`src/rtl/bsk_mgr_cut_scheduler.sv`:
```
// bsk_mgr_cut_scheduler: round-robin, credit-gated BSK fetch request issue over a runtime-selected number of cuts.
// Optional perf counters are enabled by defining BSK_MGR_CUT_SCHED_PERF_EN.
module bsk_mgr_cut_scheduler #(
    parameter int BSK_CUT_NB = 4,
    parameter int SLOT_NB    = 2,
    parameter int BR_LOOP_W  = 10,
    localparam int CNB_W = $clog2(BSK_CUT_NB + 1),
    localparam int CID_W = (BSK_CUT_NB > 1) ? $clog2(BSK_CUT_NB) : 1
) (
    input  logic                    clk,
    input  logic                    s_rst,
    input  logic                    cmd_vld,
    output logic                    cmd_rdy,
    input  logic [BR_LOOP_W-1:0]    cmd_br_loop,
    input  logic [CNB_W-1:0]        cmd_cut_nb,
    output logic                    req_vld,
    input  logic                    req_rdy,
    output logic [CID_W-1:0]        req_cut_id,
    output logic [BR_LOOP_W-1:0]    req_br_loop,
    output logic                    req_last,
    input  logic [BSK_CUT_NB-1:0]   slot_release,
    output logic [BSK_CUT_NB*4-1:0] credit,
    output logic                    busy
`ifdef BSK_MGR_CUT_SCHED_PERF_EN
    ,
    output logic [31:0]             perf_stall_cnt,
    output logic [31:0]             perf_cmd_cnt
`endif
);
    typedef enum logic [1:0] {IDLE, ISSUE, WAIT} state_e;
    state_e                state_q, state_d;
    logic [BR_LOOP_W-1:0]  br_loop_q, br_loop_d;
    logic [CNB_W-1:0]      cut_nb_q, cut_nb_d;
    logic [BSK_CUT_NB-1:0] issued_q, issued_d;
    logic [CID_W-1:0]      ptr_q, ptr_d;
    logic [3:0]            credit_q [BSK_CUT_NB];
    logic [3:0]            credit_d [BSK_CUT_NB];
    logic                  req_vld_q, req_vld_d;
    logic                  req_last_q, req_last_d;
    logic [CID_W-1:0]      req_cut_id_q, req_cut_id_d;
    logic [BR_LOOP_W-1:0]  req_br_loop_q, req_br_loop_d;
    logic [BSK_CUT_NB-1:0] active, cand, acc, mask_after;
    logic                  found;
    logic [CID_W-1:0]      pick;
    logic [CNB_W-1:0]      nxt_id;
    int                    idx;

    always_comb begin
        for (int i = 0; i < BSK_CUT_NB; i++) begin
            active[i] = i < int'(cut_nb_q);
            cand[i]   = active[i] && !issued_q[i] && credit_q[i] != 4'd0;
            acc[i]    = state_q == WAIT && req_rdy && int'(req_cut_id_q) == i;
        end
    end

    // Scan downward so the candidate closest at/after the pointer is the last one written.
    always_comb begin
        found = 1'b0;
        pick  = '0;
        idx   = 0;
        for (int k = BSK_CUT_NB - 1; k >= 0; k--) begin
            idx = int'(ptr_q) + k;
            if (idx >= BSK_CUT_NB) idx = idx - BSK_CUT_NB;
            if (cand[idx]) begin
                found = 1'b1;
                pick  = CID_W'(idx);
            end
        end
    end

    always_comb begin
        state_d       = state_q;
        br_loop_d     = br_loop_q;
        cut_nb_d      = cut_nb_q;
        issued_d      = issued_q;
        ptr_d         = ptr_q;
        req_vld_d     = req_vld_q;
        req_last_d    = req_last_q;
        req_cut_id_d  = req_cut_id_q;
        req_br_loop_d = req_br_loop_q;
        cmd_rdy       = 1'b0;
        busy          = state_q != IDLE;
        mask_after    = issued_q | (BSK_CUT_NB'(1) << pick);
        nxt_id        = CNB_W'(req_cut_id_q) + CNB_W'(1);
        case (state_q)
            IDLE: begin
                cmd_rdy = !s_rst;
                if (cmd_vld && !s_rst) begin
                    br_loop_d = cmd_br_loop;
                    cut_nb_d  = (cmd_cut_nb == '0 || int'(cmd_cut_nb) > BSK_CUT_NB) ? CNB_W'(BSK_CUT_NB) : cmd_cut_nb;
                    issued_d  = '0;
                    state_d   = ISSUE;
                end
            end
            ISSUE: begin
                if (found) begin
                    req_vld_d     = 1'b1;
                    req_cut_id_d  = pick;
                    req_br_loop_d = br_loop_q;
                    req_last_d    = (mask_after & active) == active;
                    state_d       = WAIT;
                end
            end
            WAIT: begin
                if (req_rdy) begin
                    req_vld_d  = 1'b0;
                    req_last_d = 1'b0;
                    issued_d   = issued_q | (BSK_CUT_NB'(1) << req_cut_id_q);
                    ptr_d      = (nxt_id >= cut_nb_q) ? '0 : CID_W'(nxt_id);
                    state_d    = req_last_q ? IDLE : ISSUE;
                end
            end
            default: state_d = IDLE;
        endcase
    end

    // A release at full credit only counts when it coincides with an accept on that cut.
    always_comb begin
        for (int i = 0; i < BSK_CUT_NB; i++)
            credit_d[i] = credit_q[i]
                        + 4'(slot_release[i] && (credit_q[i] != 4'(SLOT_NB) || acc[i]))
                        - 4'(acc[i]);
    end

    always_ff @(posedge clk) begin
        if (s_rst) begin
            state_q       <= IDLE;
            br_loop_q     <= '0;
            cut_nb_q      <= '0;
            issued_q      <= '0;
            ptr_q         <= '0;
            req_vld_q     <= 1'b0;
            req_last_q    <= 1'b0;
            req_cut_id_q  <= '0;
            req_br_loop_q <= '0;
            for (int i = 0; i < BSK_CUT_NB; i++) credit_q[i] <= 4'(SLOT_NB);
        end else begin
            state_q       <= state_d;
            br_loop_q     <= br_loop_d;
            cut_nb_q      <= cut_nb_d;
            issued_q      <= issued_d;
            ptr_q         <= ptr_d;
            req_vld_q     <= req_vld_d;
            req_last_q    <= req_last_d;
            req_cut_id_q  <= req_cut_id_d;
            req_br_loop_q <= req_br_loop_d;
            credit_q      <= credit_d;
        end
    end

    for (genvar g = 0; g < BSK_CUT_NB; g++) begin : g_credit
        assign credit[g*4 +: 4] = credit_q[g];
    end

    assign req_vld     = req_vld_q;
    assign req_last    = req_last_q;
    assign req_cut_id  = req_cut_id_q;
    assign req_br_loop = req_br_loop_q;

`ifdef BSK_MGR_CUT_SCHED_PERF_EN
    logic [31:0] perf_stall_cnt_q, perf_stall_cnt_d;
    logic [31:0] perf_cmd_cnt_q, perf_cmd_cnt_d;

    always_comb begin
        perf_stall_cnt_d = perf_stall_cnt_q;
        perf_cmd_cnt_d   = perf_cmd_cnt_q;
        if (state_q == ISSUE && !found && perf_stall_cnt_q != '1)
            perf_stall_cnt_d = perf_stall_cnt_q + 32'd1;
        if (state_q == WAIT && req_rdy && req_last_q && perf_cmd_cnt_q != '1)
            perf_cmd_cnt_d = perf_cmd_cnt_q + 32'd1;
    end

    always_ff @(posedge clk) begin
        if (s_rst) begin
            perf_stall_cnt_q <= '0;
            perf_cmd_cnt_q   <= '0;
        end else begin
            perf_stall_cnt_q <= perf_stall_cnt_d;
            perf_cmd_cnt_q   <= perf_cmd_cnt_d;
        end
    end

    assign perf_stall_cnt = perf_stall_cnt_q;
    assign perf_cmd_cnt   = perf_cmd_cnt_q;
`endif
endmodule

```
`config.mk`:
```
export PLATFORM = sky130hd
export DESIGN_NAME = bsk_mgr_cut_scheduler
export DESIGN_NICKNAME = d
export VERILOG_FILES = /design/src/rtl/bsk_mgr_cut_scheduler.sv
export SDC_FILE = /design/constraint.sdc
export NUM_CORES = 1
export LEC_CHECK = 0
export CORE_MARGIN = 1.5
export CORE_UTILIZATION = 47
export CTS_CLUSTER_DIAMETER = 80
export DETAILED_ROUTE_END_ITERATION = 8
export PLACE_DENSITY_LB_ADDON = 0.25
export SETUP_SLACK_MARGIN = 0.05
export SLEW_MARGIN = 20
export SYNTH_ARGS = -nofsm -noshare
export SYNTH_HDL_FRONTEND = slang
export SYNTH_SLANG_ARGS = --single-unit
```
`constraint.sdc`:
```
create_clock -name clk -period 2.05 [get_ports clk]
set_input_delay 0.3075 -clock clk [delete_from_list [all_inputs] [get_ports clk]]
set_output_delay 0.3075 -clock clk [all_outputs]
set_load 0.005 [all_outputs]
```
---- Word level (Yosys, flattened, before mapping) ----
Cells that the tools add are included.
storage, ports and cells
  word-level logic and storage cells ...... 145
  output and inout bits ................... 32
  input port bits ......................... 21
  register bits ........................... 51
cells by class
  shift operators ......................... 2
  bitwise logic cells ..................... 3
  eq/ne operators ......................... 13
  mux-type cells .......................... 40
  order comparisons ....................... 14
  add/subtract/negate cells ............... 16
  reduce and logical (&&, ||, !) cells .... 44
operator list
  operator                                                                        number
  32-bit by 4-bit less-than comparator with 1-bit output (second input constant)  4
  32-bit 2-to-1 mux                                                               4
  1-bit logical AND                                                               18
  1-bit 2-to-1 mux                                                                17
  4-bit by 1-bit adder with 4-bit output                                          4
  2-bit 2-to-1 mux                                                                8
  4-bit by 2-bit inequality test with 1-bit output (second input constant)        4
  4-bit nonzero test                                                              4
  4-bit by 1-bit subtractor with 4-bit output                                     4
  3-bit by 3-bit subtractor with 4-bit output (second input constant)             3
  3-bit greater-or-equal comparator (second input constant)                       3
  3-bit AND reduction                                                             3
  1-bit binary-select mux with 2-bit select                                       4
  4-bit 2-to-1 mux                                                                2
  4-bit OR                                                                        2
  4-bit case mux with 2 select lines                                              1
  1-bit by 2-bit left shift with 4-bit output (first input constant)              2
  2-bit by 1-bit adder with 3-bit output (second input constant)                  2
  2-bit by 2-bit adder with 3-bit output (second input constant)                  2
  2-bit == test (second input constant)                                           3
  1-bit by 3-bit less-than comparator with 1-bit output (first input constant)    2
  2-bit by 3-bit less-than comparator with 1-bit output (first input constant)    2
  2-bit inequality test (second input constant)                                   3
  2-bit case mux with 3 select lines                                              1
  other kinds (15)                                                                30

---- Logic depth before layout (Yosys ltp) ----
  depth in word-level cells ............... 16
  mapped depth ............................ 10
  depth with buffers taken out ............ 10

---- Worst setup path before layout ----
OpenSTA, ideal clock, no wires.
  path type ............................... reg-to-reg
  start point ............................. register state_q[1]
  end point ............................... register credit_q (netlist bit credit[6])
  setup time .............................. 0.128 ns
  data arrival time ....................... 2.013 ns
  slack ................................... -0.090 ns
  cell stages (with the launch flop) ...... 11
  path buffers ............................ 1
  cells stage by stage .................... dfxtp_1 and3b_1 clkbuf_1 nand2_1 or2_2 nand2_1 ha_1 inv_1 fa_1 xor2_1 nor2_1
between the ends
  longest elaborated chain between the ends .. 7
RTL lines
  item                                             line  RTL
  start, declared                                  31    state_e state_q, state_d;
  start signal, assigned                           138   state_q <= state_d;
  2-bit == test (*)                                52    acc[i] = state_q == WAIT && req_rdy && int'(req_cut_id_q) == i;
  1-bit logical AND (*) (2 in a row)               52
  1-bit logical OR                                 121   + 4'(slot_release[i] && (credit_q[i] != 4'(SLOT_NB) || acc[i]))
  1-bit logical AND                                121
  4-bit by 1-bit adder with 4-bit output           121
  4-bit by 1-bit subtractor with 4-bit output (*)  122   - 4'(acc[i]);
  end signal, assigned                             147   credit_q <= credit_d;
  end, declared                                    36    logic [3:0] credit_q [BSK_CUT_NB];
Mark *: on every way between the ends. The rest lies on a longest branch, timed or not.
A chain may end at the register's enable or synchronous reset.

---- Final worst setup path ----
  start point ............................. register state_q[0]
  end point ............................... register credit_q (netlist bit credit[14])
Same word-level chain as after synthesis.

==> results <==
==> power groups by stage <==
stage / clock [mW] / combinational, mW / sequential [mW]
after global routing: 0.694 / 1.37 / 1.23
final: 0.632 / 1.24 / 1.21
after floorplan: 0 / 0.576 / 1.20
after CTS: 0.637 / 1.02 / 1.18
after global placement: 0 / 0.943 / 1.20
after detailed placement: 0 / 0.954 / 1.20
==> repair_timing <==
| action | CTS | global route |
|---|---|---|
| pin swaps | 6 | 27 |
| gates resized for setup | 24 | 64 |
| endpoints found under the setup margin | 25 | 28 |
| setup buffers | 5 | 7 |
==> cells in the final DEF, fill, tap and decap left out, types with 5 or more instances in the layout <==
cell,n
nand2_1,41
clkbuf_8,6
nand3_1,5
inv_2,6
buf_4,28
buf_6,6
ha_1,13
a21oi_2,9
ha_4,7
dfxtp_1,40
clkdlybuf4s50_1,49
dfxtp_2,11
nand3b_1,5
nand2b_1,5
a21oi_1,29
a21o_1,5
nand2_2,13
nor2_1,19
inv_1,22
==> state kept, by name, indices dropped and copies added, names as in the netlist <==
| name | flops |
|---|---|
| req_last | 1 |
| br_loop_q | 10 |
| req_vld | 1 |
| issued_q | 4 |
| state_q | 2 |
| req_br_loop | 10 |
| ptr_q | 2 |
| req_cut_id | 2 |
| credit | 16 |
| cut_nb_q | 3 |
==> layout make-up <==
class                      count  area (sq um)
fill                         424          1639
multi-input combinational    224          1778
clock buffer                   6         82.58
clock inverter                 2         16.27
inverter                      28         105.1
sequential                    51          1035
timing repair buffer          86         794.5
tap                           72         90.09
==> how the worst max path moves through the flow <==
stage | end | slack (ns) | cells past startpoint
6_report | credit[14]$_SDFF_PP0_ | 0.04 | 9
2_1_floorplan | credit[2]$_SDFF_PP0_ | 0.07 | 10
4_1_cts | req_last$_SDFFE_PP0P_ | -0.03 | 9
3_5_place_dp | credit[14]$_SDFF_PP0_ | -0.51 | 10
3_3_place_gp | credit[6]$_SDFF_PP0_ | -0.48 | 10
5_1_grt | req_br_loop[2]$_SDFFE_PP0P_ | -0.08 | 11
==> stage by stage <==
stage	setup WS (ns)	cells	area [sq um]
4_1_cts	-0.02782	462	3621
5_1_grt	-0.08063	469	3901
3_3_place_gp	-0.4767	449	3408
2_1_floorplan	0.07189	316	2721
3_5_place_dp	-0.5112	449	3408
6_report	0.04284	469	3901
==> worst register-to-register path, stage by stage, from the launching register on <==
cell and delay [ns]:
dfxtp_2 0.33, and3b_2 0.34, nand2_2 0.09, or2_4 0.29, nand2_4 0.08, ha_4 0.12
inv_2 0.04, fa_2 0.34, xor2_1 0.18, nor2_1 0.07
==> kinds of logic (layout without fill, tap and decap cells) <==
kind of cell	Yosys count	after routing
muxes	1	1
AOI/OAI and AO/OA	60	60
and+or+nand+nor	127	127
DFF	51	51
buffers and inverters	41	122
xor gates and xnor gates	8	8
adders and majority gates	28	28
==> routing by layer <==
layer  vias up  part of all wire, %  track usage [%]  wire length, um
met5         -                    0                0                0
met2        44                   49            34.79             3068
met4         0                  2.0            7.544              125
li1       1207                    -                -                -
met3        11                  3.8            4.368              238
met1      1136                   45            24.89             2821
==> flow_metrics.tcl <==
set metrics [dict create \
    status "completed" \
    cts_hold_buf 0 \
    power.share.clock_pct 20.5 \
    areaGrowthSynthToFinish_pct 43.62 \
    startpoint "state_q[0]$_SDFFE_PP0P_" \
    cp.arrival_ns 2.19 \
    grt_pass1_vias 2248 \
    start_util_pct 49.03 \
    reg2reg_depth 9 \
    grt_max_degree 52 \
    synth.avg_cell_area_sq_um 8.596 \
    drv_cap 0 \
    p_switching_mw 1.001 \
    grt_pass1_wl_um 9832 \
    overflow 0 \
    synth-compound-area-share_pct 13.82 \
    route.detailed.drc 0 \
    clock_path_buffers 2 \
    worstPathRequired_ns 2.23 \
    synthAdderAreaFrac_pct 14.00 \
    gp_congestion 0.8928 \
    numCtsBuffers 5 \
    fin_util_pct 70.42 \
    endpoint_kind "register" \
    period_share_pct 97.91 \
    fp.dieH_um 79.02 \
    worst_pin_slew_ns 0.5492 \
    ys_seq_area_share_pct 37.59 \
    cts.sinks 51 \
    synthMuxAreaShare_pct 0.3685 \
    ys_ff_latch 51 \
    sw_frac_of_total_pct 32.54 \
    path_class "register to register" \
    max_slew_margin_pct 63.39 \
    antenna_left 0 \
    synthTopCellsByCount "nand2_1 (56), dfxtp_1 (51), a21oi_1 (37)" \
    max_freq_mhz 498.2 \
    hpwl_um 4161 \
    synth_edf_count 0 \
    ctsRootBufferMaster "clkbuf_8" \
    nets 445 \
    drtIter0Drc 148 \
    hp-class "register to register" \
    yosysMostFrequentCell "nand2_1" \
    yosys.area_share.simple_pct 24.83 \
    seq_power_share_pct 39.2 \
    hold_path_end "req_br_loop[6]$_SDFFE_PP0P_" \
    antenna_found_initial 0 \
    die_area_sq_um 6244 \
    critical-path-max-stage-delay_ns 0.34 \
    synth-main-ff-cell "dfxtp_1" \
    finalHoldViolations 0 \
    first_pass_iters 4 \
    syn-num-nets 365 \
    async_reset_ff_share_pct 0 \
    cts_max_level 2 \
    p_int_mw 2.076 \
    die_width_um 79.02 \
    cpLargestDelayFamily "simple AND/OR/NAND/NOR gates" \
    synth_largest_area_cell "dfxtp_1" \
    p_comb_share_pct 40.2 \
    fin_hold_ws_ns 0.4557 \
    tns_ns 0 \
    r2r-end "credit[14]$_SDFF_PP0_" \
    syn_area_sq_um 2716 \
    insertion_delay_ns 0.31 \
    core-area_sq_um 5540 \
    synth_top_family_by_area "simple AND/OR/NAND/NOR gates" \
    r2r_start "state_q[0]$_SDFFE_PP0P_" \
    yosys.area.top_type_share_pct 37.59 \
    cp_cell_sequence "and3b_2 > nand2_2 > or2_4 > nand2_4 > ha_4 > inv_2 > fa_2 > xor2_1 > nor2_1" \
    ioPinCount 53 \
    startpoint_type "register" \
    fin_skew_ns 0.01106 \
    period_minus_slack_ns 2.007 \
    vias_per_cell 5.113 \
    post_drt_wl_per_cell_um 13.33 \
    grt.total_usage_pct 20.30 \
    vias 2398 \
    path_max_fanout 6 \
    cts_tree "yes" \
    rrSetupSlack_ns 0.04 \
    syn_inst 316 \
    crit_slowest_cell "and3b_2" \
    ir_drop_mv 0.4503 \
    total_power_mw 3.077 \
    drv_slew 0 \
    synth_cell_types 51 \
    yosys_warnings 0 \
    port_buffers 52 \
    min_from "br_loop_q[6]$_SDFFE_PP0P_" \
    drt-total-wl_um 6253 \
    power.leakage_nw 1.587 \
    synth_xor_area_share_pct 2.579 \
    finalSetupViolations 0 \
    layout-drive-gt1-share_pct 31.99 \
    rows 27 \
    synth_area_leaders "dfxtp_1 (38%), ha_1 (11%), nand2_1 (7.7%)" \
    rsz0062_at_grt "true" \
    hold_path_depth 2 \
    p_per_area_nw_per_um2 788.7 \
    crit_buf_inv 1 \
    diodes 0 \
    path_clk_slew_ns 0.10 \
]
No activity file was read; power rests on OpenSTA's default activity.
